$ cat src/rtl/decode_stage_pipe.sv
// RV32I(+optional M) decode stage: one instruction per handshake into a registered control bundle.
// Latency 1 cycle (M-ops N+1); in_ready drops while an M-op counts down or an unaccepted bundle is held.
module decode_stage_pipe #(
  parameter int ENABLE_M   = 0,
  parameter int MUL_CYCLES = 2,
  parameter int DIV_CYCLES = 8
) (
  input  logic        clk,
  input  logic        rst_n,
  input  logic        flush,
  input  logic        in_valid,
  output logic        in_ready,
  input  logic [31:0] in_instr,
  output logic        out_valid,
  input  logic        out_ready,
  output logic        out_regwrite,
  output logic        out_memread,
  output logic        out_memwrite,
  output logic        out_imm_sel,
  output logic        out_pc_sel,
  output logic [5:0]  out_branch,
  output logic        out_jal,
  output logic        out_jalr,
  output logic [2:0]  out_rw_type,
  output logic [3:0]  out_aluctl,
  output logic        out_md_valid,
  output logic [2:0]  out_md_op,
  output logic        out_illegal,
  output logic        illegal_seen
);

  localparam logic [6:0] OPC_LUI    = 7'b0110111;
  localparam logic [6:0] OPC_AUIPC  = 7'b0010111;
  localparam logic [6:0] OPC_JAL    = 7'b1101111;
  localparam logic [6:0] OPC_JALR   = 7'b1100111;
  localparam logic [6:0] OPC_BRANCH = 7'b1100011;
  localparam logic [6:0] OPC_LOAD   = 7'b0000011;
  localparam logic [6:0] OPC_STORE  = 7'b0100011;
  localparam logic [6:0] OPC_OPIMM  = 7'b0010011;
  localparam logic [6:0] OPC_OP     = 7'b0110011;

  // Shared ALU encoding is {bit30, func3} of the matching R-type op.
  localparam logic [3:0] ALU_ADD  = 4'b0000;
  localparam logic [3:0] ALU_SUB  = 4'b1000;
  localparam logic [3:0] ALU_SLL  = 4'b0001;
  localparam logic [3:0] ALU_SLT  = 4'b0010;
  localparam logic [3:0] ALU_SLTU = 4'b0011;
  localparam logic [3:0] ALU_XOR  = 4'b0100;
  localparam logic [3:0] ALU_SRL  = 4'b0101;
  localparam logic [3:0] ALU_SRA  = 4'b1101;
  localparam logic [3:0] ALU_OR   = 4'b0110;
  localparam logic [3:0] ALU_AND  = 4'b0111;

  localparam logic [3:0] MUL_LD = 4'(MUL_CYCLES);
  localparam logic [3:0] DIV_LD = 4'(DIV_CYCLES);

  typedef struct packed {
    logic       regwrite;
    logic       memread;
    logic       memwrite;
    logic       imm_sel;
    logic       pc_sel;
    logic [5:0] branch;
    logic       jal;
    logic       jalr;
    logic [2:0] rw_type;
    logic [3:0] aluctl;
    logic       md_valid;
    logic [2:0] md_op;
    logic       illegal;
  } bundle_t;

  typedef enum logic [1:0] {ST_IDLE, ST_BUSY, ST_HOLD} state_t;

  state_t  state_q, state_d;
  logic [3:0] cnt_q, cnt_d;
  bundle_t bundle_q, bundle_d, dec;
  logic    illegal_seen_q, illegal_seen_d;

  logic [6:0] opcode;
  logic [4:0] rd;
  logic [2:0] func3;
  logic       bit30;
  logic [6:0] func7;
  logic is_lui, is_auipc, is_jal, is_jalr, is_branch, is_load, is_store, is_opimm, is_op;
  logic is_m_pat, is_m, known, illegal, accept, unused_bits;

  assign opcode = in_instr[6:0];
  assign rd     = in_instr[11:7];
  assign func3  = in_instr[14:12];
  assign bit30  = in_instr[30];
  assign func7  = in_instr[31:25];
  assign unused_bits = ^in_instr[24:15];

  assign is_lui    = (opcode == OPC_LUI);
  assign is_auipc  = (opcode == OPC_AUIPC);
  assign is_jal    = (opcode == OPC_JAL);
  assign is_jalr   = (opcode == OPC_JALR);
  assign is_branch = (opcode == OPC_BRANCH);
  assign is_load   = (opcode == OPC_LOAD);
  assign is_store  = (opcode == OPC_STORE);
  assign is_opimm  = (opcode == OPC_OPIMM);
  assign is_op     = (opcode == OPC_OP);
  assign is_m_pat  = is_op && (func7 == 7'b0000001);
  assign is_m      = is_m_pat && (ENABLE_M != 0);
  assign known     = is_lui | is_auipc | is_jal | is_jalr | is_branch | is_load | is_store | is_opimm | is_op;
  assign illegal   = !known || (is_branch && func3[2:1] == 2'b01) || (is_m_pat && ENABLE_M == 0);

  always_comb begin
    dec         = '0;
    dec.rw_type = func3;
    dec.imm_sel = is_lui | is_auipc | is_jalr | is_load | is_store | is_opimm;
    dec.pc_sel  = is_auipc;
    dec.aluctl  = ALU_ADD;
    dec.illegal = illegal;
    if ((is_op && !is_m_pat) || is_opimm) begin
      case (func3)
        3'b000:  dec.aluctl = (is_op && bit30) ? ALU_SUB : ALU_ADD;
        3'b001:  dec.aluctl = ALU_SLL;
        3'b010:  dec.aluctl = ALU_SLT;
        3'b011:  dec.aluctl = ALU_SLTU;
        3'b100:  dec.aluctl = ALU_XOR;
        3'b101:  dec.aluctl = bit30 ? ALU_SRA : ALU_SRL;
        3'b110:  dec.aluctl = ALU_OR;
        default: dec.aluctl = ALU_AND;
      endcase
    end else if (is_branch) begin
      dec.aluctl = func3[1] ? ALU_SLTU : (func3[2] ? ALU_SLT : ALU_SUB);
    end
    // Side-effecting enables stay zero for illegal bundles.
    if (!illegal) begin
      dec.regwrite = (rd != 5'd0) && (is_lui | is_auipc | is_jal | is_jalr | is_load | is_opimm | is_op);
      dec.memread  = is_load;
      dec.memwrite = is_store;
      dec.jal      = is_jal;
      dec.jalr     = is_jalr;
      dec.md_valid = is_m;
      dec.md_op    = is_m ? func3 : 3'b000;
      if (is_branch) begin
        case (func3)
          3'b000:  dec.branch = 6'b000001;
          3'b001:  dec.branch = 6'b000010;
          3'b100:  dec.branch = 6'b000100;
          3'b101:  dec.branch = 6'b001000;
          3'b110:  dec.branch = 6'b010000;
          3'b111:  dec.branch = 6'b100000;
          default: dec.branch = 6'b000000;
        endcase
      end
    end
  end

  assign in_ready = !flush && (state_q != ST_BUSY) && ((state_q != ST_HOLD) || out_ready);
  assign accept   = in_valid && in_ready;

  always_comb begin
    state_d        = state_q;
    cnt_d          = cnt_q;
    bundle_d       = bundle_q;
    illegal_seen_d = illegal_seen_q | (accept & dec.illegal);
    if (flush) begin
      state_d = ST_IDLE;
      cnt_d   = 4'd0;
    end else begin
      case (state_q)
        ST_BUSY: begin
          // The decrement that reaches zero also publishes the bundle.
          if (cnt_q <= 4'd1) begin
            state_d = ST_HOLD;
            cnt_d   = 4'd0;
          end else begin
            cnt_d = cnt_q - 4'd1;
          end
        end
        ST_HOLD: if (out_ready) state_d = ST_IDLE;
        default: ;
      endcase
      if (accept) begin
        bundle_d = dec;
        if (dec.md_valid) begin
          state_d = ST_BUSY;
          cnt_d   = func3[2] ? DIV_LD : MUL_LD;
        end else begin
          state_d = ST_HOLD;
        end
      end
    end
  end

  always_ff @(posedge clk or negedge rst_n) begin
    if (!rst_n) begin
      state_q        <= ST_IDLE;
      cnt_q          <= 4'd0;
      bundle_q       <= '0;
      illegal_seen_q <= 1'b0;
    end else begin
      state_q        <= state_d;
      cnt_q          <= cnt_d;
      bundle_q       <= bundle_d;
      illegal_seen_q <= illegal_seen_d;
    end
  end

  assign out_valid    = (state_q == ST_HOLD);
  assign out_regwrite = bundle_q.regwrite;
  assign out_memread  = bundle_q.memread;
  assign out_memwrite = bundle_q.memwrite;
  assign out_imm_sel  = bundle_q.imm_sel;
  assign out_pc_sel   = bundle_q.pc_sel;
  assign out_branch   = bundle_q.branch;
  assign out_jal      = bundle_q.jal;
  assign out_jalr     = bundle_q.jalr;
  assign out_rw_type  = bundle_q.rw_type;
  assign out_aluctl   = bundle_q.aluctl;
  assign out_md_valid = bundle_q.md_valid;
  assign out_md_op    = bundle_q.md_op;
  assign out_illegal  = bundle_q.illegal;
  assign illegal_seen = illegal_seen_q;

endmodule
$ cat config.mk
export PLATFORM = sky130hd
export DESIGN_NAME = decode_stage_pipe
export DESIGN_NICKNAME = d
export VERILOG_FILES = /design/src/rtl/decode_stage_pipe.sv
export SDC_FILE = /design/constraint.sdc
export NUM_CORES = 1
export LEC_CHECK = 0
export BUFFER_PORTS_ARGS = -buffer_cell sky130_fd_sc_hd__buf_2
export CORE_MARGIN = 4
export CORE_UTILIZATION = 47
export CTS_CLUSTER_SIZE = 12
export DETAILED_ROUTE_END_ITERATION = 10
export PLACE_DENSITY = 0.84
export SLEW_MARGIN = 10
export SYNTH_ARGS = -nofsm -noshare
export SYNTH_HDL_FRONTEND = slang
export SYNTH_SLANG_ARGS = --single-unit
$ cat constraint.sdc
create_clock -name clk -period 2.2 [get_ports clk]
set_input_delay 0.11 -clock clk [delete_from_list [all_inputs] [get_ports clk]]
set_output_delay 0.11 -clock clk [all_outputs]
set_load 0.02 [all_outputs]
# Word level (Yosys, flattened, before mapping)
# Index checks and enable logic that the tools add are counted.
[word_totals]
ff_bits = 28
in_bits = 37
out_inout_bits = 28
wordCells = 98
[op_classes]
addsub = 1
magnitude_cmp = 1
n_eq_ne = 24
muxes = 19
n_bitwise = 18
n_reduce_logical = 21
[ops]
columns = ["operator", "n"]
rows = [
  ["$mux W4", 9],
  ["$pmux W6 S6", 1],
  ["$pmux W4 S7", 1],
  ["$eq A7 B6 Y1 const B", 3],
  ["$eq A7 B7 Y1 const B", 3],
  ["$or A1 B1 Y1", 16],
  ["$eq A7 B5 Y1 const B", 2],
  ["$eq A3 B3 Y1 const B", 4],
  ["$logic_and A1 B1 Y1", 8],
  ["$mux W2", 4],
  ["$mux W8", 1],
  ["$eq A7 B1 Y1 const B", 1],
  ["$eq A7 B2 Y1 const B", 1],
  ["$eq A3 B2 Y1 const B", 2],
  ["$mux W6", 1],
  ["$reduce_bool A5 Y1", 1],
  ["$eq A2 B1 Y1 const B", 2],
  ["$le A4 B1 Y1 const B", 1],
  ["$logic_or A1 B1 Y1", 4],
  ["$ne A4 B2 Y1 const B", 1],
  ["$ne A4 B4 Y1 const B", 1],
  ["$pmux W2 S2", 1],
  ["$reduce_bool A4 Y1", 1],
  ["$sub A4 B1 Y4 const B", 1],
  ["other kinds (12)", 14],
]

# Logic depth before layout (Yosys ltp)
[logic_depth]
word_depth = 14
mapped_depth = 6
depth_no_buf = 4

# Worst setup path after synthesis
# No wires, ideal clock.
[synth_timing]
kind = "register to register"
start = "register state_q[1]"
end = "register bundle_q, in the netlist out_branch[5]"
setup_time_ns = 0.095
t_arrival_ns = 1.249
t_required_ns = 2.105
setup_slack_ns = 0.855
stages_incl_launch_ff = 6
n_path_buf = 1
period_less_slack_ns = 1.345
cell_sequence = "dfrtp_1 -> nand2b_1 -> and3_1 -> clkbuf_1 -> nand2_1 -> o31ai_1"
[synth_via]
elab_chain_len = 5
[synth_rtl]
columns = ["element", "line_no", "rtl"]
rows = [
  ["start: declaration", "75", "state_t state_q, state_d;"],
  ["start signal: assignment", "197", "state_q <= state_d;"],
  ["$ne A2 B1 Y1 / $ne A2 B2 Y1 (equally long branches)", "153", "assign in_ready = !flush && (state_q != ST_BUSY) && ((state_q != ST_HOLD) || out_ready);"],
  ["$logic_and A1 B1 Y1 / $logic_or A1 B1 Y1 (equally long branches)", "153", ""],
  ["$logic_and A1 B1 Y1 *", "153", ""],
  ["$logic_and A1 B1 Y1 *", "154", "assign accept = in_valid && in_ready;"],
  ["$reduce_and A2 Y1 (no line) *", "-", ""],
  ["end signal: assignment", "199", "bundle_q <= bundle_d;"],
  ["end: declaration", "77", "bundle_t bundle_q, bundle_d, dec;"],
]
# Mark *: on every way between the ends. The rest lies on a longest branch, timed or not.
# A chain may end at the register's enable or synchronous reset.

# Worst setup path in the final report
[layout_timing]
start = "input flush"
end = "register bundle_q, in the netlist out_branch[5]"
[layout_via]
elab_chain_len = 5
[layout_rtl]
columns = ["element", "line_no", "rtl"]
rows = [
  ["start: declaration", "10", "input logic flush,"],
  ["$logic_not A1 Y1", "153", ""],
  ["$logic_and A1 B1 Y1 (2 in a row)", "153", ""],
  ["$logic_and A1 B1 Y1", "154", ""],
  ["$reduce_and A2 Y1 (no line) *", "-", ""],
]
# Marks and branches as above.

==> impl_summary.txt <==
----------------------------------------------------
[Power and ir drop]
  Clock network fraction of design power ... 0.236
  Reg power frac ... 0.561
  Relative contribution of combinational cells to total power ... 0.202
  Design internal power ... ~0.57 mW
  Total Power ... 0.803 mW
  Total power per unit cell area ... 543 mW/mm^2
  Switching power share of the total ... 0.294
  Highest ir drop seen on vdd ... 451 uV
  Switching Power ... around 0.24 mW
  Static leakage ... 0.757 nW

[Floorplanning]
  Initial core utilization ... 0.513
  DIE AREA ... 0.00337 sq mm
  Width of the die ... 58.1 microns
  I/O pins ... 65
  Std cell rows ... 17
  Die extent in y ... 58.1 microns
  Total core area ... around 0.0023 sq mm

[Outcome]
  Outcome ... completed

[Timing]
  Final worst path period share ... 0.613
  Final clock skew ... 0.00323 ns
  Slew Limit Fails ... 0
  Transition at the pin with the smallest max-transition slack ... roughly 0.5 ns
  Time the final worst path needs with I/O delays and setup ... 1.35 ns
  RSZ-0062 raised after global routing ... false
  Worst-case headroom to the max-slew limit ... 0.659
  Final total negative setup slack ... 0 ns
  Fmax ... 741 MHz
  # setup viols final ... 0
  Setup ws final ... approximately 0.85 ns
  Hold Vio Cnt, Final ... 0

[Global route]
  Pin count of the biggest net entering global routing ... 30
  Number of antenna violations at the first check in global routing ... 0
  Global-route total usage across every layer ... 0.188
  First-pass GRT wire length ... 5.07 mm
  Total gr overflow ... 0
  Number of global-route vias before repair ... 1202

[Finish]
  Area of all placed cells without fillers ... ~0.0015 sq mm
  Share of cells above drive strength 1 ... 0.330
  Fin cells ... 207
  Layout-stage area growth over the synthesis result ... 25.5%
  Nets ... 217
  Ant diodes ... 0
  Number of fill cells in the layout ... 207

[Synth]
  Combinational family with the most area after synthesis ... simple AND/OR/NAND/NOR gates
  Post-synth ARST share ... 1.00
  Most used flip-flop cell after synthesis ... sky130_fd_sc_hd__dfrtp_1
  Share of cell area taken by muxes after synthesis ... 0
  Cell count after synthesis ... 128
  Count of cell types in the netlist ... 37
  #FFs+latches synth ... 23
  Number of warnings printed during yosys synthesis ... 0
  Library cell with the highest instance count after synthesis ... sky130_fd_sc_hd__dfrtp_1
  Top cells by area, synth ... sky130_fd_sc_hd__dfrtp_1 (49%), sky130_fd_sc_hd__nand2_1 (6.1%), sky130_fd_sc_hd__nor2_1 (5.7%), sky130_fd_sc_hd__o21ai_0 (3.8%), sky130_fd_sc_hd__a32o_1 (3.4%)
  Compound-Gate Fraction of Synth Area ... 0.177
  Proportion of netlist area held by the largest area contributor ... 0.488
  Post-synthesis adder-cell area fraction ... 0
  Synth top cells by count ... sky130_fd_sc_hd__dfrtp_1 (23), sky130_fd_sc_hd__nand2_1 (19), sky130_fd_sc_hd__nor2_1 (18)
  Post-synthesis share of cell area spent on and, or, nand and nor gates ... 0.272
  Fraction of synthesized cell area in xor and xnor cells ... 0
  Mean instance size in the synthesized netlist ... 9.21 sq um
  Part of the Yosys area used for sequential elements ... 0.488
  Number of synthesized flops with an enable pin ... 0
  Post-synth top area cell ... sky130_fd_sc_hd__dfrtp_1
  Mapped Area ... 0.00118 sq mm

[Setup path]
  Arrival time of the worst setup path ... 1.56 ns
  Critical Path End Type ... flop
  Cell at the slowest stage of the critical path ... sky130_fd_sc_hd__dlygate4sd3_1
  Type of element launching the critical path ... input pin
  Buffers plus inverters on the worst setup path ... 3
  End of the worst register-to-register path ... out_branch[5]
  Worst path max stage delay ... 0.54 ns
  Worst reg2reg path startpoint ... state_q[1]
  Chain of cells forming the critical path ... dlygate4sd3_1 > buf_2 > inv_1 > and3_1 > nand2_1 > o31ai_1
  Worst setup path class ... input pin to flop
  Required time of the critical path ... between 2 and 2.5 ns
  Worst-path maximum fanout ... 8
  Setup slack of the worst register-to-register path ... 0.87 ns
  Cell depth of the worst flop-to-flop path ... 4
  Family of cells with the greatest summed delay on the critical path ... buffers and inverters

[Run]
  Number of maximum-capacitance constraint violations ... 0

[Detailed routing]
  Detailed-route wire length per cell ... 13.9 microns
  1st-pass router iterations ... 4
  Total wire length ... 2.87 mm
  Vias per inst ... 5.38
  Remaining DRCs ... 0
  Count of routing violations after the opening detailed-route iteration ... 17
  Antenna Nets Post-Route ... 0
  Routed via count ... roughly 1100

[Clock tree]
  H-tree level count ... 1
  Number of hold-repair buffers added at the cts stage ... 2
  Max Root-Sink Buffers ... 2
  CTS Root Buffer Type ... sky130_fd_sc_hd__clkbuf_4
  Gates resized, CTS repair ... 0
  CTS tree ... done
  Clock edge transition at the registers on the reported setup and hold paths ... approximately 0.12 ns
  Clock latency on the worst-skew pair ... 0.30 ns
  Clock tree sinks ... 23
  Number of buffers created by CTS ... 3
  Buffers inserted by post-CTS timing repair ... 0

[Placement]
  Half-perimeter wire length after detailed placement ... 2.26 mm
  Post-detailed-placement cell area ... 0.00143 sq mm
  Placer Congestion ... 0.797
  Cell count after placement ... between 200 and 250
  Port Buf Inserts ... 50
  Placement-stage worst setup slack ... 0.833 ns

[Worst hold path]
  Path category of the worst min-delay check ... input pin to flop
  Worst min-delay path startpoint ... in_valid
  Hold-critical path depth ... 3
  Hold Path End ... state_q[1]

----------------------------------------------------
[registers in the layout, indices dropped and copies added (netlist names)]
register,flops
out_pc_sel,1
out_branch,6
out_memread,1
out_regwrite,1
out_aluctl,4
out_imm_sel,1
out_illegal,1
out_jalr,1
illegal_seen,1
out_jal,1
state_q,1
out_memwrite,1
out_rw_type,3
[worst max path at each step]
stage | slack (ns) | cells after the start | to | startpoint
final | 0.85 | 6 | out_branch[5] | flush
after CTS | 0.85 | 4 | out_branch[5] | state_q[1]
after detailed placement | 0.83 | 5 | out_aluctl[0] | in_instr[27]
after floorplan | 0.86 | 5 | out_branch[5] | state_q[1]
after global routing | 0.71 | 6 | out_branch[5] | flush
after global placement | 0.84 | 5 | out_aluctl[0] | in_instr[27]
[worst reg2reg max path: cells and delay by family, from the launching register on]
| family | cells | cell delay (ns) |
|---|---|---|
| flops | 1 | 0.41 |
| compound gates | 1 | 0.26 |
| simple gates | 3 | 0.58 |
[placed cells by master, fill, tap and decap left out, drive strengths merged, types with 2 or more instances in the layout]
cell type	synthesis	final
nand2	19	19
a22o	2	2
nand3b	2	2
nor3	2	2
nor4	2	2
a221oi	2	2
a32o	4	4
nor2	18	18
a21oi	2	2
buf	6	51
o21ai	10	10
dlygate4sd3	0	2
nor2b	2	2
dfrtp	23	23
conb	1	4
clkbuf	3	3
nand2b	3	3
nand3	2	2
nand4	3	3
nand4b	2	2
inv	5	5
o31ai	4	4
[logic make-up (layout without fill, tap and decap cells)]
| kind of cell | count (synthesis) | in the layout |
|---|---|---|
| simple gates | 61 | 61 |
| flops | 23 | 23 |
| other cells | 1 | 4 |
| compound gates | 29 | 29 |
| buf+inv | 14 | 62 |
[area by class of cell]
| class | instances | area, sq um | share of cell area |
|---|---|---|---|
| clock buffer | 3 | 22.5 | 0.0152 |
| clock inverter | 1 | 5.00 | 0.00338 |
| inverter | 5 | 18.8 | 0.0127 |
| multi-input combinational | 94 | 544 | 0.368 |
| sequential | 23 | 576 | 0.389 |
| tap | 28 | 35.0 | 0.0237 |
| timing repair buffer | 53 | 278 | 0.188 |
[routing by layer]
metal	global-route usage	wire length [microns]	vias to the layer above
met4	0.0298	0	0
met3	0.0334	230	0
met5	0	0	-
met2	0.352	1450	44
met1	0.228	1190	521
li1	-	-	548
[stage by stage]
stage                      util  hold slack (ns)
final                     0.644           0.0451
after global placement    0.623           0.0996
after global routing      0.644           0.0429
after floorplan               -           -0.186
after CTS                 0.644           0.0351
after detailed placement  0.623            0.113
[power by group through the flow]
stage / registers (mW) / logic, mW / clock network, mW
2_1_floorplan: 0.483 / 0.0689 / 0
3_3_place_gp: 0.458 / 0.157 / 0
5_1_grt: 0.454 / 0.182 / 0.217
4_1_cts: 0.451 / 0.164 / 0.201
3_5_place_dp: 0.459 / 0.161 / 0
6_report: 0.451 / 0.162 / 0.190
(Power assumes the default switching activity.)
